===== config.mk =====
export PLATFORM = sky130hd
export DESIGN_NAME = spi_flash_read_sequencer
export DESIGN_NICKNAME = d
export VERILOG_FILES = /design/src/rtl/spi_flash_read_sequencer.sv
export SDC_FILE = /design/constraint.sdc
export NUM_CORES = 1
export LEC_CHECK = 0
export ABC_AREA = 1
export CORE_UTILIZATION = 50
export DETAILED_ROUTE_END_ITERATION = 7
export GPL_TIMING_DRIVEN = 0
export PLACE_DENSITY = 0.82
export SYNTH_ARGS = -nofsm -noshare
export SYNTH_HDL_FRONTEND = slang
export SYNTH_SLANG_ARGS = --single-unit
export TNS_END_PERCENT = 100

===== constraint.sdc =====
create_clock -name clk -period 1.77 [get_ports clk]
set_input_delay 0.4425 -clock clk [delete_from_list [all_inputs] [get_ports clk]]
set_output_delay 0.4425 -clock clk [all_outputs]
set_load 0.03 [all_outputs]

===== src/rtl/spi_flash_read_sequencer.sv =====
// SPI mode-0 flash read sequencer: issues READ (0x03) + 24-bit address, then
// streams the returned bytes out through a one-deep valid/ready holding register.
module spi_flash_read_sequencer #(
    parameter int unsigned CLK_DIV  = 2,
    parameter int unsigned CS_SETUP = 2,
    parameter int unsigned CS_HOLD  = 2,
    parameter int unsigned CS_IDLE  = 4
) (
    input  logic        clk,
    input  logic        rstnn,
    input  logic        req_valid,
    output logic        req_ready,
    input  logic [23:0] req_addr,
    input  logic [15:0] req_len,
    output logic [7:0]  rdata,
    output logic        rdata_valid,
    input  logic        rdata_ready,
    output logic        done,
    output logic        busy,
    output logic        spi_flash_sclk,
    output logic        spi_flash_csn,
    output logic        spi_flash_mosi,
    input  logic        spi_flash_miso
);

    function automatic int unsigned max2(input int unsigned a, input int unsigned b);
        return (a > b) ? a : b;
    endfunction

    localparam int unsigned MAX_CNT = max2(max2(CLK_DIV, CS_SETUP), max2(CS_HOLD, CS_IDLE));
    localparam int unsigned CNT_W   = $clog2(MAX_CNT + 1);

    localparam logic [CNT_W-1:0] DIV_LAST   = CNT_W'(CLK_DIV - 1);
    localparam logic [CNT_W-1:0] SETUP_LAST = CNT_W'(CS_SETUP - 1);
    localparam logic [CNT_W-1:0] HOLD_LAST  = CNT_W'(CS_HOLD - 1);
    localparam logic [CNT_W-1:0] IDLE_LAST  = CNT_W'(CS_IDLE - 1);
    localparam logic [7:0]       READ_CMD   = 8'h03;

    typedef enum logic [2:0] {
        IDLE, SETUP, SHIFT_TX, SHIFT_RX, STALL, HOLD, GAP
    } state_t;

    state_t           state;
    logic [CNT_W-1:0] cnt;
    logic             phase_hi;
    logic [4:0]       bit_idx;
    logic [31:0]      tx_sr;
    logic [7:0]       rx_sr;
    logic [15:0]      bytes_left;
    logic             hold_busy;

    // Holding register still owns an unconsumed byte this cycle.
    assign hold_busy = rdata_valid && !rdata_ready;

    always_ff @(posedge clk) begin
        if (!rstnn) begin
            state          <= IDLE;
            cnt            <= '0;
            phase_hi       <= 1'b0;
            bit_idx        <= '0;
            tx_sr          <= '0;
            rx_sr          <= '0;
            bytes_left     <= '0;
            req_ready      <= 1'b0;
            rdata          <= '0;
            rdata_valid    <= 1'b0;
            done           <= 1'b0;
            busy           <= 1'b0;
            spi_flash_sclk <= 1'b0;
            spi_flash_csn  <= 1'b1;
            spi_flash_mosi <= 1'b0;
        end else begin
            done <= 1'b0;
            if (rdata_valid && rdata_ready) begin
                rdata_valid <= 1'b0;
            end

            case (state)
                IDLE: begin
                    req_ready <= 1'b1;
                    if (req_valid && req_ready) begin
                        if (req_len == '0) begin
                            done <= 1'b1;
                        end else begin
                            state          <= SETUP;
                            req_ready      <= 1'b0;
                            busy           <= 1'b1;
                            spi_flash_csn  <= 1'b0;
                            spi_flash_mosi <= READ_CMD[7];
                            tx_sr          <= {READ_CMD, req_addr};
                            bytes_left     <= req_len;
                            cnt            <= '0;
                        end
                    end
                end

                // The setup wait doubles as the low phase of the first TX bit,
                // so csn-low to first sclk rise is exactly CS_SETUP cycles.
                SETUP: begin
                    if (cnt == SETUP_LAST) begin
                        spi_flash_sclk <= 1'b1;
                        phase_hi       <= 1'b1;
                        cnt            <= '0;
                        bit_idx        <= '0;
                        state          <= SHIFT_TX;
                    end else begin
                        cnt <= cnt + 1'b1;
                    end
                end

                SHIFT_TX, SHIFT_RX: begin
                    if (cnt != DIV_LAST) begin
                        cnt <= cnt + 1'b1;
                    end else begin
                        cnt            <= '0;
                        phase_hi       <= !phase_hi;
                        spi_flash_sclk <= !phase_hi;
                        if (!phase_hi) begin
                            if (state == SHIFT_RX) begin
                                rx_sr <= {rx_sr[6:0], spi_flash_miso};
                                if (bit_idx == 5'd7) begin
                                    rdata       <= {rx_sr[6:0], spi_flash_miso};
                                    rdata_valid <= 1'b1;
                                    bytes_left  <= bytes_left - 1'b1;
                                end
                            end
                        end else if (state == SHIFT_TX && bit_idx != 5'd31) begin
                            tx_sr          <= {tx_sr[30:0], 1'b0};
                            spi_flash_mosi <= tx_sr[30];
                            bit_idx        <= bit_idx + 1'b1;
                        end else if (state == SHIFT_RX && bit_idx != 5'd7) begin
                            bit_idx <= bit_idx + 1'b1;
                        end else begin
                            // Byte boundary: end of TX word or of an RX byte.
                            spi_flash_mosi <= 1'b0;
                            bit_idx        <= '0;
                            if (state == SHIFT_RX && bytes_left == '0) begin
                                state <= HOLD;
                            end else if (hold_busy) begin
                                state <= STALL;
                            end else begin
                                state <= SHIFT_RX;
                            end
                        end
                    end
                end

                STALL: begin
                    if (!hold_busy) begin
                        state    <= SHIFT_RX;
                        cnt      <= '0;
                        phase_hi <= 1'b0;
                    end
                end

                HOLD: begin
                    if (cnt == HOLD_LAST) begin
                        spi_flash_csn <= 1'b1;
                        cnt           <= '0;
                        state         <= GAP;
                    end else begin
                        cnt <= cnt + 1'b1;
                    end
                end

                GAP: begin
                    if (cnt == IDLE_LAST) begin
                        done      <= 1'b1;
                        busy      <= 1'b0;
                        req_ready <= 1'b1;
                        cnt       <= '0;
                        state     <= IDLE;
                    end else begin
                        cnt <= cnt + 1'b1;
                    end
                end

                default: state <= IDLE;
            endcase
        end
    end

endmodule

## After elaboration in Yosys (flattened, before gate mapping)

Index checks and enable logic that the tools add are counted.

| storage, ports and cells | value |
|---|---|
| register bits after elaboration | 81 |
| input bits | 45 |

| operators by class | value |
|---|---|
| muxes and demuxes | 69 |
| equal/unequal tests | 27 |
| reduce and logical (&&, ||, !) cells | 32 |
| add/subtract/negate cells | 3 |
| bitwise operators | 2 |

Operators by type and width:

| operator | number |
|---|---|
| 31-bit 2-to-1 mux | 5 |
| 16-bit 2-to-1 mux | 6 |
| 31-bit case mux with 2 select lines | 1 |
| 3-bit 2-to-1 mux | 18 |
| 16-bit zero test | 2 |
| 16-bit case mux with 2 select lines | 1 |
| 2-bit inequality test (second input constant) | 14 |
| 5-bit 2-to-1 mux | 5 |
| 4-bit AND reduction | 6 |
| 1-bit 2-to-1 mux | 23 |
| 3-bit case mux with 6 select lines | 1 |
| 16-bit by 1-bit subtractor with 16-bit output (second input constant) | 1 |
| 3-bit case mux with 5 select lines | 1 |
| 1-bit case mux with 2 select lines | 6 |
| 6-bit AND reduction | 2 |
| 5-bit case mux with 2 select lines | 1 |
| 10-bit AND reduction | 1 |
| 3-bit by 2-bit == test with 1-bit output (second input constant) | 3 |
| 3-bit == test (second input constant) | 3 |
| 2-bit nonzero test | 4 |
| 7-bit AND reduction | 1 |
| 3-bit by 1-bit == test with 1-bit output (second input constant) | 2 |
| 1-bit logical AND | 6 |
| 5-bit by 1-bit adder with 5-bit output (second input constant) | 1 |
| 16 further kinds | 19 |

## Longest topological paths before layout

Gate-level depths: netlist (run 1).

| logic depth | value |
|---|---|
| depth in word-level cells | 9 |
| depth in mapped cells | 12 |

## Worst setup path before layout (run 1)

Ideal clock, no wire load.

| timing | value |
|---|---|
| path type | register -> register |
| from | reg bit_idx[0] |
| to | reg tx_sr[24] |
| setup slack | -0.154 ns |
| stages on the path, launching flop included | 10 |
| library setup time | 0.117 ns |
| arrival time | 1.807 ns |
| data required time | 1.653 ns |
| clock period less this slack | 1.924 ns |
| buffers on the path | 1 |
| cell sequence | dfxtp_1 > ha_1 > nand2_1 > nor2_1 > ha_1 > a211oi_1 > nand4_2 > buf_2 > nor3_1 > nor2_1 |

| on the way | value |
|---|---|
| longest elaborated chain between the ends | 4 |

RTL lines:

| what | line | source |
|---|---|---|
| start: declaration | 46 | `logic [4:0] bit_idx;` |
| start signal: assignment | 130 | `bit_idx <= bit_idx + 1'b1;` |
| start signal: assignment | 132 | `bit_idx <= bit_idx + 1'b1;` |
| 5-bit inequality test | 127 | `end else if (state == SHIFT_TX && bit_idx != 5'd31) begin` |
| 1-bit logical AND | 127 |  |
| 2-bit inequality test (no source line) | -- |  |
| 6-bit AND reduction (no source line) | -- |  |
| end signal: assignment | 90 | `tx_sr <= {READ_CMD, req_addr};` |
| end signal: assignment | 128 | `tx_sr <= {tx_sr[30:0], 1'b0};` |
| end: declaration | 47 | `logic [31:0] tx_sr;` |

Every way passes these cells.
A chain may end at the register's enable or synchronous reset.

## Final worst setup path (run 1)

| timing | value |
|---|---|
| from | reg bit_idx[0] |
| to | reg tx_sr[22] |

Same word-level chain as after synthesis.

==> results of run 1 <==
[registers in the layout (all words and copies together) (netlist names), 3 cells and up]
register	flops
rdata	8
tx_sr	31
rx_sr	7
cnt	3
bytes_left	16
bit_idx	5
state	3
[placed cells by master, fill, tap and decap left out, types with 7 or more instances in the layout]
master,count
o21ai_1,10
dlygate4sd2_1,15
nand2_1,174
a21oi_1,22
nor2_4,7
buf_6,17
clkbuf_8,10
buf_4,9
a21oi_2,10
nand2_2,24
nand2_4,12
nor2_2,11
nand3_1,28
dfxtp_1,78
nor2_1,132
inv_1,57
clkdlybuf4s50_1,37
o21ai_0,46
clkbuf_1,11
[worst max-delay path, stage by stage, from the launching register on]
cell      delay, ns
dfxtp_4        0.36
ha_4           0.16
nand2_2        0.06
nor2_1         0.04
ha_2           0.19
a211oi_4       0.29
nand4_4        0.26
buf_6          0.21
nand2_1        0.06
nand2_1        0.06
nor2_1         0.12
[kinds of logic (layout without fill, tap and decap cells)]
| kind of cell | after synthesis | after routing | synth area share |
|---|---|---|---|
| AOI/OAI and AO/OA | 98 | 98 | 0.120 |
| adders and majority gates | 8 | 8 | 0.0229 |
| xor gates and xnor gates | 2 | 2 | 0.00401 |
| buffers and inverters | 91 | 180 | 0.0890 |
| and+or+nand+nor | 410 | 411 | 0.393 |
| DFF | 81 | 81 | 0.371 |
[final timing paths]
check                              start                     endpoint  slack, ns  depth (start not counted)
min reg2reg  spi_flash_sclk$_SDFFE_PN0P_  spi_flash_sclk$_SDFFE_PN0P_       0.47                          2
min          spi_flash_sclk$_SDFFE_PN0P_  spi_flash_sclk$_SDFFE_PN0P_       0.47                          2
max reg2reg      bit_idx[0]$_SDFFE_PN0P_       tx_sr[22]$_SDFFE_PN0P_      -0.12                         10
max              bit_idx[0]$_SDFFE_PN0P_       tx_sr[22]$_SDFFE_PN0P_      -0.12                         10
[power groups by stage]
stage          Clock [mW]  Sequential (mW)  Combinational (mW)
3_5_place_dp            0             2.66                4.03
5_1_grt              1.47             2.71                5.86
6_report             1.38             2.66                5.28
3_3_place_gp            0             2.63                3.89
4_1_cts              1.40             2.63                4.49
2_1_floorplan           0             2.63                3.09
[layer usage]
metal | GRT usage | up-vias | wire, um
li1 | - | 2341 | -
met1 | 0.311 | 2130 | 5160
met2 | 0.457 | 140 | 6020
met3 | 0.0502 | 23 | 620
met4 | 0.0846 | 0 | 198
met5 | 0 | - | 0
[layout make-up]
cell class | count | area (sq um) | area share
Multi-Input combinational cell | 519 | 2680 | 0.462
Sequential cell | 81 | 1630 | 0.281
Buffer | 27 | 193 | 0.0332
Inverter | 64 | 248 | 0.0427
Clock inverter | 5 | 63.8 | 0.0110
Tap cell | 105 | 131 | 0.0226
Timing Repair Buffer | 74 | 723 | 0.125
Clock buffer | 10 | 138 | 0.0237
[what timing repair did]
item / in CTS / in global routing
gates cloned: 4 / 2
hold buffers: 0 / 0
pin swaps: 7 / 29
endpoints found under the setup margin: 74 / 64
resized for setup: 52 / 92
setup buffers: 6 / 5
[stage by stage]
stage,setup WS [ns],total power [mW]
floorplan,0.00592,5.72
detailed placement,-0.658,6.68
CTS,-0.0684,8.51
global placement,-0.639,6.53
global route,-0.197,10.0
finish,-0.115,9.32
==> impl_metrics.py, run 1 <==
metrics = {
    "placement": {
        "dp_cells": 853,
        "dpl_cell_area_sq_mm": 0.00509,
        "numPortBuffers": 58,
        "hpwl_um": 7650,
        "gp_congestion": 0.951,
    },
    "critical_path": {
        "worstSetupPathType": "reg2reg",
        "path_max_fanout": 6,
        "end_kind": "register",
        "startpoint_type": "register",
        "crit_required_ns": 2.06,
        "cp_data_arrival_time_ns": 2.17,
    },
    "die": {
        "dieArea_sq_mm": 0.00912,
        "initial_core_util": 0.524,
        "core.rowCount": 33,
        "design.core.area_sq_mm": 0.00834,
        "ioPinCount": 60,
        "die_height_um": 95.5,
        "die_width_um": 95.5,
    },
    "detailed_routing": {
        "drt_iter0_drc": 278,
        "viasPerCell": 5.24,
        "vias": 4634,
        "wl_per_cell_um": 13.6,
        "drc_errors": 1,
        "drt-pass1-iter-count": 8,
        "routed_wl_um": 12000,
        "final_antenna_net_count": 0,
    },
    "outcome": {
        "violations": "DRC, setup timing",
        "status": "finished with violations",
    },
    "global_route": {
        "grt_pass1_wl_um": 18400,
        "antenna_found_initial": 0,
        "grt_util_all_layers": 0.258,
        "grt_pass1_vias": 4204,
        "grt_max_degree": 15,
        "grt-ovfl-total": 0,
    },
    "finish": {
        "nFillCells": 672,
        "post-route-cell-area_sq_mm": 0.00580,
        "utilization": 0.696,
        "layoutNonFillerInstCount": 885,
        "fin_nets": 829,
        "drive_gt1_frac": 0.181,
        "area_growth_pct": 32.8,
        "diodes": 0,
    },
    "clock_tree": {
        "cts_max_path_buffers": 2,
        "clkTransAtPathRegs_ns": 0.08,
        "clk_root_buffer_cell": "clkbuf_8",
        "clock_sinks": 81,
        "cts-buffers-inserted": 9,
        "cts_tree": "built",
        "htreeDepth": 3,
        "clk_latency_ns": 0.36,
    },
    "synthesis": {
        "synthTopCellsByArea": "dfxtp_1 37%, nand2_1 18%, nor2_1 12%, o21ai_0 6.0%, inv_1 5.0%",
        "yosys_warnings": 0,
        "yosys-top-cells-count": "207 x nand2_1, 145 x nor2_1, 81 x dfxtp_1",
        "synth-seq-area-share": 0.371,
        "synth_area_per_cell_sq_um": 6.33,
        "syn_inst": 690,
        "yosys.cell_types.count": 39,
        "synth_edf_count": 0,
        "yosys.cell_count.top_type": "nand2_1",
        "synthArstFlopShare": 0,
        "synthesis.nets": 743,
        "synth_seq_cells": 81,
        "yosys.area.top_type": "dfxtp_1",
        "ys.flop_type": "dfxtp_1",
        "synth_area_sq_mm": 0.00437,
        "netlist.area_leader.share": 0.371,
    },
    "timing": {
        "hold_violations": 0,
        "rsz0062_at_grt": "yes",
        "finalSetupTns_ns": -2.03,
        "finalWorstSetupSlack_ns": -0.115,
        "relSlewSlack": 0.514,
        "max_freq_mhz": 530,
        "setup_viol": 31,
        "hold_ws_ns": 0.466,
        "period_share": 1.07,
        "period_needed_ns": 1.89,
        "clock_skew_ns": 0.00925,
        "slew_viol_final": 0,
        "worst_pin_slew_ns": 0.729,
    },
    "pwr": {
        "ir_drop_v": 0.000654,
        "p_sw_mw": 4.31,
        "p_sw_frac": 0.462,
        "power_frac_clock": 0.148,
        "leakage_nw": 2.70,
        "seqPwrFrac": 0.285,
        "power.share.combinational": 0.567,
        "cellPowerDensity_mw_per_mm2": 1610,
        "p_int_mw": 5.01,
    },
    "worst_hold_path": {
        "min_path_type": "reg2reg",
    },
    "flow_run": {
        "cap_viol_max_count": 0,
    },
}
(Power assumes the default switching activity.)
==> inputs of run 2 (changes only) <==
--- a/config.mk
+++ b/config.mk
@@ -8,2 +8,4 @@
 export ABC_AREA = 1
+export CAP_MARGIN = 20
+export CORE_MARGIN = 10
 export CORE_UTILIZATION = 50
==> constraint.sdc (replaced) <==
create_clock -name clk -period 1.77 [get_ports clk]
set_input_delay 0.2655 -clock clk [delete_from_list [all_inputs] [get_ports clk]]
set_output_delay 0.2655 -clock clk [all_outputs]
set_load 0.03 [all_outputs]
==> impl_metrics.py, run 2 (synthesis results as in run 1) <==
metrics = {
    "detailed_routing": {
        "drt-pass1-iter-count": 5,
        "final_antenna_net_count": 0,
        "viasPerCell": 5.30,
        "drc_errors": 0,
        "wl_per_cell_um": 14.5,
        "vias": 4749,
        "routed_wl_um": 13000,
        "drt_iter0_drc": 305,
    },
    "global_route": {
        "grt_pass1_vias": 4387,
        "antenna_found_initial": 0,
        "grt_util_all_layers": 0.184,
        "grt_pass1_wl_um": 20100,
        "grt_max_degree": 14,
        "grt-ovfl-total": 0,
    },
    "critical_path": {
        "max_stage_delay_ns": 0.36,
        "r2r_slack_ns": -0.06,
        "cp_data_arrival_time_ns": 2.11,
        "crit_top_cell": "nor2_2",
        "crit_buf_inv": 0,
        "crit_required_ns": 2.05,
        "r2r-end": "state[0]$_SDFFE_PN0P_",
        "end_kind": "register",
        "rr_worst_depth": 12,
        "path_max_fanout": 3,
        "cpMaxStageDelayCell": "dfxtp_4",
        "crit_family": "simple AND/OR/NAND/NOR gates",
        "worstSetupPathType": "reg2reg",
        "startpoint_type": "register",
        "r2r_start": "bit_idx[0]$_SDFFE_PN0P_",
        "crit_chain": "ha_4 > nand2_4 > nor2_2 > ha_4 > nor2_2 > nand2_1 > nand2_2 > nor2_2 > nand2_1 > nor2_2 > nand2_1 > a21oi_2",
    },
    "die": {
        "dieArea_sq_mm": 0.0129,
        "die_height_um": 113,
        "design.core.area_sq_mm": 0.00859,
        "die_width_um": 113,
        "core.rowCount": 34,
        "ioPinCount": 60,
        "initial_core_util": 0.509,
    },
    "worst_hold_path": {
        "min_path_type": "in2reg",
        "hp-start": "rstnn",
        "hold_depth": 3,
        "holdPathEnd": "rdata[6]$_SDFFE_PN0P_",
    },
    "finish": {
        "layout_common_cells": "181 x nand2_1, 131 x nor2_1, 76 x dfxtp_1, 58 x clkdlybuf4s50_1, 57 x inv_1",
        "largest_reg_flops": 31,
        "reg_top3": "tx_sr x31, bytes_left x16, rdata x8",
        "fin_nets": 837,
        "layoutNonFillerInstCount": 896,
        "diodes": 0,
        "regMostFlops": "tx_sr",
        "mostFrequentLayoutCell": "nand2_1",
        "post-route-cell-area_sq_mm": 0.00583,
        "drive_gt1_frac": 0.184,
        "nFillCells": 690,
        "area_growth_pct": 33.5,
    },
    "clock_tree": {
        "clk_latency_ns": 0.36,
        "clock_sinks": 81,
        "cts_max_path_buffers": 2,
        "clkTransAtPathRegs_ns": 0.08,
        "htreeDepth": 3,
        "cts_tree": "built",
        "clk_root_buffer_cell": "clkbuf_8",
        "cts-buffers-inserted": 9,
    },
    "outcome": {
        "status": "finished with violations",
        "violations": "setup timing",
    },
    "pwr": {
        "cellPowerDensity_mw_per_mm2": 1600,
        "leakage_nw": 2.62,
        "ir_drop_v": 0.000667,
    },
    "timing": {
        "finalWorstSetupSlack_ns": -0.0602,
        "period_share": 1.03,
        "worst_pin_slew_ns": 0.642,
        "finalSetupTns_ns": -0.362,
        "max_freq_mhz": 546,
        "hold_violations": 0,
        "relSlewSlack": 0.572,
        "rsz0062_at_grt": "yes",
        "period_needed_ns": 1.83,
        "setup_viol": 27,
        "clock_skew_ns": 0.0149,
        "slew_viol_final": 0,
    },
    "placement": {
        "dp_cells": 856,
        "gp_congestion": 0.922,
        "hpwl_um": 8450,
        "numPortBuffers": 58,
        "dpl_cell_area_sq_mm": 0.00510,
    },
    "flow_run": {
        "cap_viol_max_count": 0,
    },
}
==> run 2: per-layer routing <==
layer  vias up  track usage  routed length [um]
met5         -            0                   0
met1      2173        0.219                5290
met2       175        0.314                6510
met3        43       0.0415                 773
li1       2358            -                   -
met4         0       0.0702                 395
==> run 2: tightest hold or removal path, delay by kind of cell <==
| family | cells | cell delay [ns] |
|---|---|---|
| AOI/OAI and AO/OA | 2 | 0.14 |
| buffers and inverters | 1 | 0.19 |
==> run 2: repair_timing <==
action                                  in CTS  in global routing
hold endpoints to repair                     0                  0
resized for setup                           41                 63
buffers inserted                             8                 12
cloned                                       4                  1
pin swaps                                    8                 24
endpoints found under the setup margin      56                 62
hold buffers                                 0                  0
==> run 2: report_power, final <==
group          leakage [nW]  switching (mW)  total, mW  internal [mW]
combinational          1.85            3.19       5.12           1.93
clock                 0.112           0.702       1.57          0.867
sequential            0.665           0.331       2.65           2.32
==> run 2: area by class of cell <==
class | instances | area, sq um | share of cell area
multi-input combinational | 519 | 2640 | 0.453
sequential | 81 | 1630 | 0.279
timing repair buffer | 82 | 763 | 0.131
inverter | 64 | 248 | 0.0425
buffer | 27 | 189 | 0.0324
clock buffer | 11 | 151 | 0.0259
tap | 108 | 135 | 0.0232
clock inverter | 4 | 76.3 | 0.0131
==> run 2: how the worst max path moves through the flow <==
| stage | cells after the start | slack, ns | end | start |
|---|---|---|---|---|
| 2_1_floorplan | 9 | 0.006 | tx_sr[24]$_SDFFE_PN0P_ | bit_idx[0]$_SDFFE_PN0P_ |
| 3_3_place_gp | 9 | -0.47 | tx_sr[30]$_SDFFE_PN0P_ | req_len[6] |
| 3_5_place_dp | 9 | -0.48 | tx_sr[30]$_SDFFE_PN0P_ | req_len[6] |
| 4_1_cts | 10 | -0.05 | tx_sr[10]$_SDFFE_PN0P_ | bit_idx[0]$_SDFFE_PN0P_ |
| 5_1_grt | 12 | -0.17 | state[0]$_SDFFE_PN0P_ | bit_idx[0]$_SDFFE_PN0P_ |
| 6_report | 12 | -0.06 | state[0]$_SDFFE_PN0P_ | bit_idx[0]$_SDFFE_PN0P_ |
==> run 2: through the flow <==
stage                     setup WS [ns]   util  total power, mW  hold slack [ns]
after floorplan                 0.00592      -             5.72            0.422
after global placement           -0.469  0.593             6.54            0.448
after detailed placement         -0.477  0.593             6.69            0.450
after CTS                       -0.0473  0.647             8.76            0.287
after global routing             -0.167  0.679             10.1            0.297
final                           -0.0602  0.679             9.34            0.279
==> inputs of run 3 (changes only) <==
Settings changed: CAP_MARGIN 20 to 15.
==> results of run 3 <==
Final layout, timing and power as in run 2 (identical DEF).
